<file path="src/rtl/seq_mult4_if.sv">
// seq_mult4 handshake bundle: start/operands in, busy/done/product out.
// Master drives a request, slave (the multiplier) answers.
interface seq_mult4_if #(
  parameter int WIDTH = 4
);
  logic               start;
  logic [WIDTH-1:0]   m;
  logic [WIDTH-1:0]   n;
  logic               busy;
  logic               done;
  logic [2*WIDTH-1:0] z;

  modport master (
    output start, m, n,
    input  busy, done, z
  );

  modport slave (
    input  start, m, n,
    output busy, done, z
  );
endinterface

</file>
<file path="src/rtl/seq_mult4.sv">
// seq_mult4: shift-and-add multiplier, one conditional add per cycle.
// Define SEQ_MULT_SIGNED_EN for two's complement operands.
module seq_mult4 #(
  parameter int WIDTH = 4
) (
  input  logic        clk,
  input  logic        rst,
  seq_mult4_if.slave  bus
);

  localparam int CW = $clog2(WIDTH) + 1;

  typedef enum logic [1:0] {
    IDLE,
    RUN,
    DONE
  } state_t;

  state_t state, state_nx;

  logic [WIDTH-1:0]   a_q;
  logic [WIDTH-1:0]   acc_q;
  logic [WIDTH-1:0]   q_q;
  logic [CW-1:0]      cnt_q;
  logic [2*WIDTH-1:0] z_q;

  logic [WIDTH-1:0]   addend;
  logic [WIDTH:0]     sum;
  logic [2*WIDTH-1:0] prod_nx;
  logic [2*WIDTH-1:0] z_nx;
  logic [WIDTH-1:0]   mag_m;
  logic [WIDTH-1:0]   mag_n;
  logic               last;

  // The carry out of the add lands directly in acc msb after the
  // shift, so it needs no separate storage between iterations.
  assign addend  = q_q[0] ? a_q : '0;
  assign sum     = {1'b0, acc_q} + {1'b0, addend};
  assign prod_nx = {sum, q_q[WIDTH-1:1]};
  assign last    = (cnt_q == CW'(WIDTH - 1));

`ifdef SEQ_MULT_SIGNED_EN
  logic sign_q;

  assign mag_m = bus.m[WIDTH-1] ? -bus.m : bus.m;
  assign mag_n = bus.n[WIDTH-1] ? -bus.n : bus.n;
  assign z_nx  = sign_q ? -prod_nx : prod_nx;

  // Result sign is latched with the operands.
  always_ff @(posedge clk) begin
    if (rst)
      sign_q <= 1'b0;
    else if (state == IDLE && bus.start)
      sign_q <= bus.m[WIDTH-1] ^ bus.n[WIDTH-1];
  end
`else
  assign mag_m = bus.m;
  assign mag_n = bus.n;
  assign z_nx  = prod_nx;
`endif

  // State register.
  always_ff @(posedge clk) begin
    if (rst)
      state <= IDLE;
    else
      state <= state_nx;
  end

  // Next-state: start is only looked at in IDLE.
  always_comb begin
    state_nx = state;
    unique case (state)
      IDLE: if (bus.start) state_nx = RUN;
      RUN:  if (last)      state_nx = DONE;
      DONE:                state_nx = IDLE;
      default:             state_nx = IDLE;
    endcase
  end

  // Operand capture, iteration and result update.
  always_ff @(posedge clk) begin
    if (rst) begin
      a_q   <= '0;
      acc_q <= '0;
      q_q   <= '0;
      cnt_q <= '0;
      z_q   <= '0;
    end else begin
      unique case (state)
        IDLE: begin
          if (bus.start) begin
            a_q   <= mag_m;
            q_q   <= mag_n;
            acc_q <= '0;
            cnt_q <= '0;
          end
        end
        RUN: begin
          {acc_q, q_q} <= prod_nx;
          cnt_q        <= cnt_q + CW'(1);
          if (last)
            z_q <= z_nx;
        end
        default: ;
      endcase
    end
  end

  assign bus.busy = (state == RUN);
  assign bus.done = (state == DONE);
  assign bus.z    = z_q;

endmodule
</file>
<file path="src/flat_wrapper.sv">
// flat-port wrapper written by rule: the top's interface ports become plain ports
module seq_mult4_flat 
#(
  parameter int WIDTH = 4
)
  (clk, rst, bus_start, bus_m, bus_n, bus_busy, bus_done, bus_z);
  seq_mult4_if #(.WIDTH(WIDTH)) bus_i ();
  input  logic clk;
  input  logic rst;
  input wire logic [$bits(bus_i.start)-1:0] bus_start;
  input wire logic [$bits(bus_i.m)-1:0] bus_m;
  input wire logic [$bits(bus_i.n)-1:0] bus_n;
  output wire logic [$bits(bus_i.busy)-1:0] bus_busy;
  output wire logic [$bits(bus_i.done)-1:0] bus_done;
  output wire logic [$bits(bus_i.z)-1:0] bus_z;
  assign bus_i.start = bus_start;
  assign bus_i.m = bus_m;
  assign bus_i.n = bus_n;
  assign bus_busy = bus_i.busy;
  assign bus_done = bus_i.done;
  assign bus_z = bus_i.z;
  seq_mult4 #(.WIDTH(WIDTH)) u_core (.clk(clk), .rst(rst), .bus(bus_i));
endmodule
</file>
<file path="config.mk">
export PLATFORM = sky130hd
export DESIGN_NAME = seq_mult4_flat
export DESIGN_NICKNAME = d
export VERILOG_FILES = /design/src/rtl/seq_mult4_if.sv /design/src/rtl/seq_mult4.sv /design/src/flat_wrapper.sv
export SDC_FILE = /design/constraint.sdc
export NUM_CORES = 1
export LEC_CHECK = 0
export ABC_AREA = 1
export CORE_MARGIN = 1.5
export CORE_UTILIZATION = 43
export CTS_CLUSTER_DIAMETER = 200
export DETAILED_ROUTE_END_ITERATION = 10
export PLACE_DENSITY = 0.7
export SYNTH_ARGS = -nofsm -noshare
export SYNTH_HDL_FRONTEND = slang
export SYNTH_SLANG_ARGS = --single-unit
</file>
<file path="constraint.sdc">
create_clock -name clk -period 1.4 [get_ports clk]
set_input_delay 0.28 -clock clk [delete_from_list [all_inputs] [get_ports clk]]
set_output_delay 0.28 -clock clk [all_outputs]
set_load 0.005 [all_outputs]
</file>
### Word level (Yosys, flattened, before mapping)

Cells that the tools add are included.

* flip-flop bits (word level): 25
* latch bits: 0
* bits in writable memories: 0
* memory bits (read-only): 0
* bits of input ports: 11
* logic and storage cells: 29
* memories: 0

* $add $sub $neg: 2
* multiply operators: 0
* divide/modulo/power cells: 0
* magnitude comparators: 0
* equal/unequal tests: 5
* shift operators: 0
* mux-type cells: 10
* bitwise operators: 0
* reductions and logical operators: 6

Operator list (count)
* $pmux 4 s2: 2
* $mux 4: 3
* $reduce_and 2->1: 4
* $pmux 3 s2: 1
* $add 4x4->5: 1
* $mux 2: 2
* $pmux 2 s2: 1
* $add 3x1->3 const B: 1
* $eq 3x2->1 const B: 1
* $mux 3: 1
* $eq 2x1->1 const B: 1
* $eq 2x2->1 const B: 1
* $logic_not 2->1: 1
* $ne 2x1->1 const B: 1
* $ne 2x2->1 const B: 1
* $reduce_bool 2->1: 1

### Longest topological paths before layout

Gate-level depths: netlist of the first run.

* word-level depth: 3
* mapped depth: 10
* depth with buffers taken out: 10

### Worst setup path before layout of the first run

Ideal clock, no wire load.

* path kind: flip-flop to flip-flop
* from: reg u_core.q_q[0]
* to: reg u_core.acc_q[3]
* arrival: 1.450 ns
* slack: -0.120 ns
* cell stages (with the launch flop): 11
* clock period less this slack: 1.520 ns
* path through: dfxtp_1 > nand2_1 > inv_1 > ha_1 > inv_1 > fa_1 > o21ai_0 > nand2_1 > nand2_1 > nand2_1 > a21oi_1

* longest elaborated chain between the ends: 3

RTL lines
* from (decl): RTL line seq_mult4.sv:23 `logic [WIDTH-1:0] q_q;`
* from (signal assigned): RTL line seq_mult4.sv:94 `q_q <= mag_n;`
* from (signal assigned): RTL line seq_mult4.sv:100 `{acc_q, q_q} <= prod_nx;`
* $mux 4: RTL line seq_mult4.sv:37 `assign addend = q_q[0] ? a_q : '0;`
* $add 4x4->5: RTL line seq_mult4.sv:38 `assign sum = {1'b0, acc_q} + {1'b0, addend};`
* $pmux 4 s2: RTL line seq_mult4.sv:90 `unique case (state)`
* to (signal assigned): RTL line seq_mult4.sv:100
* to (decl): RTL line seq_mult4.sv:22 `logic [WIDTH-1:0] acc_q;`

No other way between the ends.
A chain may end at the register's enable or synchronous reset.

### Final worst setup path of the first run

Ends and elaborated chain as after synthesis.

==> results.yml, run 1 <==
run_status:
  status: "finished with violations"
  failed_checks: "negative setup slack"
die:
  die_y_microns: 54.8
  core_area_sq_um: 2500
  num_io_pins: 21
  initial_core_util_pct: 46.1
  rows: 18
  dieArea_sq_um: 3000
  die_w_microns: 54.8
global_routing:
  grt_pass1_wl_microns: 4040
  antenna_found_initial: 0
  gr-usage-all-layers_pct: 18.9
  grt_max_degree: 14
  gr-total-overflow: 0
  grt_pass1_vias: 948
clocking:
  clk_latency_ns: 0.33
  htreeDepth: 1
  cts_buffers: 3
  cts-root-buf: "clkbuf_4"
  clk_pin_slew_worst_paths_ns: 0.14
  cts_tree: "built"
  cts_max_path_buffers: 2
  postCtsHoldBufs: 0
  cts.sinks: 25
setup_path:
  r2r_start: "u_core.q_q[0]"
  arrival_ns: 1.85
  ff2ff_path_depth: 10
  path_class: "flip-flop to flip-flop"
  cp_top_family: "adder cells"
  cp_data_required_time_ns: 1.67
  crit_path_frequent_cell: "nand2_1"
  cpPeakStageDelay_ns: 0.39
  r2r_end: "u_core.acc_q[3]"
  crit_chain: "nand2_2, inv_2, ha_4, inv_2, fa_2, o21ai_2, nand2_1, nand2_1, nand2_1, a21oi_1"
  reg2reg_setup_slack_ns: -0.18
  cp_slowest_cell: "dfxtp_4"
  worstSetupStartpointType: "flip-flop"
  path_max_fanout: 4
  cp_num_buf_inv: 2
  end_kind: "flip-flop"
yosys:
  syn_avg_cell_area_sq_um: 7.48
  ys_ff_latch: 25
  syn_inst: 154
  yosys_warnings: 0
  syn_area_sq_um: 1150
  yosysUniqueCellTypes: 20
  syn-num-nets: 172
  yosysSeqAreaShare_pct: 43.4
timing:
  max_freq_mhz: 632
  drv_slew: 0
  worst_slack_ns: -0.183
  setup_viol_count_final: 5
  min_period_ns: 1.58
  maxSlewHeadroom_pct: 87.7
  finClkSkew_ns: 0.00685
  hold_viol: 0
  grt_setup_unrepaired: "true"
  fin_crit_sh_pct: 113
  worst_slew_pin_slew_ns: 0.182
layout:
  final_common_cell: "nand2_1"
  drive_gt1_share_pct: 29.6
  num_antenna_cells: 0
  nets: 205
  final_util_pct: 64.0
  mostFrequentLayoutCells: "31 x nand2_1, 18 x inv_1, 13 x o21ai_0, 13 x a21oi_1"
  area_growth_pct: 38.9
routing:
  dr.pass1.iters: 4
  drc: 0
  wl_per_cell_microns: 12.3
  num_vias: 1063
  ant_nets: 0
  drt-initial-drc-count: 19
  via_per_inst: 4.92
  routed_wl_microns: 2670
min_path:
  hold_class: "flip-flop to flip-flop"
  hold_path_startpoint: "u_core.cnt_q[0]"
  min_to: "u_core.cnt_q[0]"
  hold_depth: 1
placed_design:
  dp_hpwl_microns: 1850
  numPortBuffers: 20
  place.gp.congestion: 0.789
  post-place-ws_ns: -0.104
flow_run:
  max_cap_viol_count: 0
power:
  intPower_uw: 949
  power.switching_uw: 346
  sw_frac_of_total_pct: 26.7
  seqPwrFrac_pct: 58.6
  peakVddDrop_uv: 784
  p_clk_share_pct: 25.9
  power_frac_comb_pct: 15.5
  power.density_nw_per_um2: 809
  finalPower_uw: 1290
  leakage_uw: 0.000717
[power by group through the flow]
stage	logic (uW)	clock network [uW]	registers, uW
5_1_grt	223	365	762
3_3_place_gp	184	0	770
3_5_place_dp	189	0	770
4_1_cts	191	345	756
6_report	201	336	758
2_1_floorplan	105	0	767
[per-layer routing]
metal / track usage (%) / vias up / routed length [microns]
met5: 0 / - / 0
met4: 1.25 / 0 / 27
met3: 5.74 / 2 / 102
met2: 33.7 / 27 / 1420
met1: 23.0 / 487 / 1120
li1: - / 547 / -
[kinds of logic (layout without fill, tap and decap cells)]
logic type               count (synthesis)  in the layout  share of synthesized area (%)
flip-flops                              25             25                           43.4
AND/OR/NAND/NOR                         60             60                           23.0
adder cells (fa/ha/maj)                  7              7                           8.25
AO/OA/AOI/OAI                           32             32                           14.2
XOR/XNOR                                 1              1                          0.760
buffers and inverters                   29             61                           10.3
[sequential cells by signal, indices dropped and copies added (netlist names)]
| register | cells |
|---|---|
| u_core.cnt_q | 3 |
| u_core.a_q | 4 |
| u_core.q_q | 4 |
| u_core.acc_q | 4 |
| u_core.bus.z | 8 |
| u_core.state | 2 |
[layout make-up]
| type | count | area (sq um) |
|---|---|---|
| Fill cell | 219 | 900 |
| Multi-Input combinational cell | 100 | 641 |
| Timing Repair Buffer | 32 | 283 |
| Inverter | 25 | 93.8 |
| Tap cell | 30 | 37.5 |
| Sequential cell | 25 | 519 |
| Clock buffer | 4 | 26.3 |
[through the flow]
stage | instances | TNS (ns) | hold WS, ns | instance area [sq um]
floorplan | 154 | 0 | 0.349 | 1160
global placement | 210 | -0.0789 | 0.448 | 1450
detailed placement | 210 | -0.493 | 0.455 | 1450
CTS | 215 | -0.525 | 0.475 | 1510
global route | 216 | -1.08 | 0.472 | 1600
finish | 216 | -0.621 | 0.448 | 1600
[cells in the mapped netlist]
| cell | n | area [sq um] |
|---|---|---|
| clkbuf_1 | 1 | 3.75 |
| inv_1 | 23 | 86.3 |
| nand2_1 | 36 | 135 |
| nand3_2 | 1 | 10.0 |
| or2_1 | 2 | 12.5 |
| xnor2_1 | 1 | 8.76 |
| inv_2 | 2 | 7.51 |
| o21ai_0 | 16 | 80.1 |
| fa_1 | 1 | 20.0 |
| buf_2 | 2 | 10.0 |
| a31oi_1 | 1 | 6.26 |
| nand2_2 | 1 | 6.26 |
| nor2_1 | 9 | 33.8 |
| nor2_4 | 2 | 22.5 |
| ha_1 | 6 | 75.1 |
| dfxtp_1 | 25 | 500 |
| buf_6 | 1 | 11.3 |
| nand3_1 | 9 | 45.0 |
| o21a_1 | 1 | 7.51 |
| a21oi_1 | 14 | 70.1 |
[what timing repair did]
item                       4_1_cts  5_1_grt
pin swaps                        5       12
cloned                           0        0
buffers inserted                 1        2
resized for setup               29       20
setup endpoints to repair       18       13
[how the worst max path moves through the flow]
stage                       start               to  slack [ns]  depth (start not counted)
floorplan           u_core.q_q[0]  u_core.acc_q[3]       0.003                         10
CTS                 u_core.q_q[0]  u_core.acc_q[3]       -0.13                         10
finish              u_core.q_q[0]  u_core.acc_q[3]       -0.18                         10
global route        u_core.q_q[0]  u_core.acc_q[3]       -0.24                         10
detailed placement  u_core.q_q[0]  u_core.bus.z[5]       -0.10                          8
global placement    u_core.a_q[0]  u_core.acc_q[3]       -0.03                         10
No activity file was read; power rests on OpenSTA's default activity.
==> run 2: changes to the inputs <==
--- a/config.mk
+++ b/config.mk
@@ -6,11 +6,12 @@
 export NUM_CORES = 1
 export LEC_CHECK = 0
 export ABC_AREA = 1
+export CORE_ASPECT_RATIO = 0.5
 export CORE_MARGIN = 1.5
 export CORE_UTILIZATION = 43
 export CTS_CLUSTER_DIAMETER = 200
 export DETAILED_ROUTE_END_ITERATION = 10
-export PLACE_DENSITY = 0.7
+export PLACE_DENSITY = 0.68
 export SYNTH_ARGS = -nofsm -noshare
 export SYNTH_HDL_FRONTEND = slang
 export SYNTH_SLANG_ARGS = --single-unit
==> constraint.sdc (replaced) <==
create_clock -name clk -period 2 [get_ports clk]
set_input_delay 0.4 -clock clk [delete_from_list [all_inputs] [get_ports clk]]
set_output_delay 0.4 -clock clk [all_outputs]
set_load 0.005 [all_outputs]
==> results.yml, run 2 (same netlist as run 1, synthesis figures left out) <==
die:
  dieArea_sq_um: 3020
  die_y_microns: 39.6
  rows: 13
  die_w_microns: 76.2
  num_io_pins: 21
  core_area_sq_um: 2570
  initial_core_util_pct: 44.8
timing:
  hold_viol: 0
  fin_setup_tns_ns: 0
  drv_slew: 0
  worst_slew_pin_slew_ns: 0.373
  max_freq_mhz: 541
  finClkSkew_ns: 0.00205
  fin_crit_sh_pct: 92.4
  setup_viol_count_final: 0
  maxSlewHeadroom_pct: 75.1
  min_period_ns: 1.85
  grt_setup_unrepaired: "false"
power:
  power.switching_uw: 245
  power_frac_comb_pct: 11.7
  sw_frac_of_total_pct: 25.8
  seqPwrFrac_pct: 55.6
  leakage_uw: 0.000603
  peakVddDrop_uv: 481
  intPower_uw: 704
  p_clk_share_pct: 32.7
  power.density_nw_per_um2: 661
global_routing:
  grt_pass1_vias: 840
  antenna_found_initial: 0
  grt_max_degree: 15
  grt_pass1_wl_microns: 3770
  gr-usage-all-layers_pct: 16.9
  gr-total-overflow: 0
clocking:
  postCtsResizedCells: 0
  cts-root-buf: "clkbuf_8"
  clk_pin_slew_worst_paths_ns: 0.09
  postCtsHoldBufs: 0
  cts_max_path_buffers: 2
  postCtsSetupBuffers: 0
  cts_tree: "built"
  cts.sinks: 25
  clk_latency_ns: 0.27
  cts_buffers: 3
  htreeDepth: 1
setup_path:
  arrival_ns: 1.45
  r2r_end: "u_core.acc_q[3]"
  ff2ff_path_depth: 10
  r2r_start: "u_core.q_q[0]"
  path_class: "flip-flop to primary output"
  worstSetupStartpointType: "flip-flop"
  path_max_fanout: 12
  cp_data_required_time_ns: 1.60
  reg2reg_setup_slack_ns: 0.26
  end_kind: "primary output"
layout:
  post-route-cell-area_sq_um: 1440
  largest_reg_flops: 8
  final_util_pct: 55.8
  num_antenna_cells: 0
  drive_gt1_share_pct: 6.82
  nets: 195
  mostFrequentLayoutCells: "36 x nand2_1, 25 x dfxtp_1, 23 x inv_1"
  final_common_cell: "nand2_1"
  area_growth_pct: 24.5
routing:
  wl_per_cell_microns: 10.9
  routed_wl_microns: 2320
  dr.pass1.iters: 4
  ant_nets: 0
  drc: 0
  via_per_inst: 4.69
  drt-initial-drc-count: 40
  num_vias: 1000
placed_design:
  numPortBuffers: 20
  dpl_cell_area_sq_um: 1390
  dp_hpwl_microns: 1710
  place.gp.congestion: 0.729
run_status:
  status: "finished clean"
min_path:
  hold_class: "flip-flop to flip-flop"
  hold_path_startpoint: "u_core.bus.z[5]"
  min_to: "u_core.bus.z[5]"
  hold_depth: 2
flow_run:
  max_cap_viol_count: 0
run 2: worst max-delay path, cell delays in order, from the launching register on:
cell	delay, ns
dfxtp_1	0.31
inv_1	0.11
nand2_2	0.17
inv_2	0.09
clkdlybuf4s50_1	0.49
run 2: worst max path at each step:
stage / start / to / slack (ns)
global route: u_core.state[1] / bus_busy / 0.06
finish: u_core.state[1] / bus_busy / 0.15
CTS: u_core.state[1] / bus_busy / 0.14
global placement: u_core.q_q[0] / u_core.acc_q[3] / 0.32
detailed placement: u_core.q_q[0] / u_core.acc_q[3] / 0.31
floorplan: u_core.q_q[0] / u_core.acc_q[3] / 0.48
run 2: cell type report:
type | count | area, sq um
Clock buffer | 3 | 41.3
Clock inverter | 1 | 5.00
Fill cell | 252 | 1130
Inverter | 25 | 93.8
Multi-Input combinational cell | 100 | 533
Sequential cell | 25 | 500
Tap cell | 37 | 46.3
Timing Repair Buffer | 22 | 215
run 2: metal layers:
metal	GRT usage, %	wire length [microns]
met2	30.1	1020
met5	0	0
met3	4.88	66
met4	4.17	19
met1	20.7	1210
run 2: through the flow:
step                worst slack (ns)  power, uW  hold WS (ns)  instances
floorplan                      0.480        610         0.432        154
global placement               0.320        649         0.451        209
detailed placement             0.305        650         0.460        209
CTS                            0.140        950         0.472        213
global route                  0.0601        991         0.487        213
finish                         0.152        949         0.473        213
run 2: power by group through the flow:
stage               registers, uW  clock network [uW]  logic [uW]
finish                        528                 310         111
global route                  531                 336         125
CTS                           528                 311         111
detailed placement            539                   0         111
global placement              540                   0         109
floorplan                     537                   0        73.1
==> run 3: changes to the inputs <==
--- a/config.mk
+++ b/config.mk
@@ -9,6 +9,7 @@
 export CORE_ASPECT_RATIO = 0.5
 export CORE_MARGIN = 1.5
 export CORE_UTILIZATION = 43
+export CTS_BUF_LIST = sky130_fd_sc_hd__clkbuf_4 sky130_fd_sc_hd__clkbuf_8
 export CTS_CLUSTER_DIAMETER = 200
 export DETAILED_ROUTE_END_ITERATION = 10
 export PLACE_DENSITY = 0.68
==> results of run 3 <==
No change in the layout: final DEF, timing and power equal those of run 2.
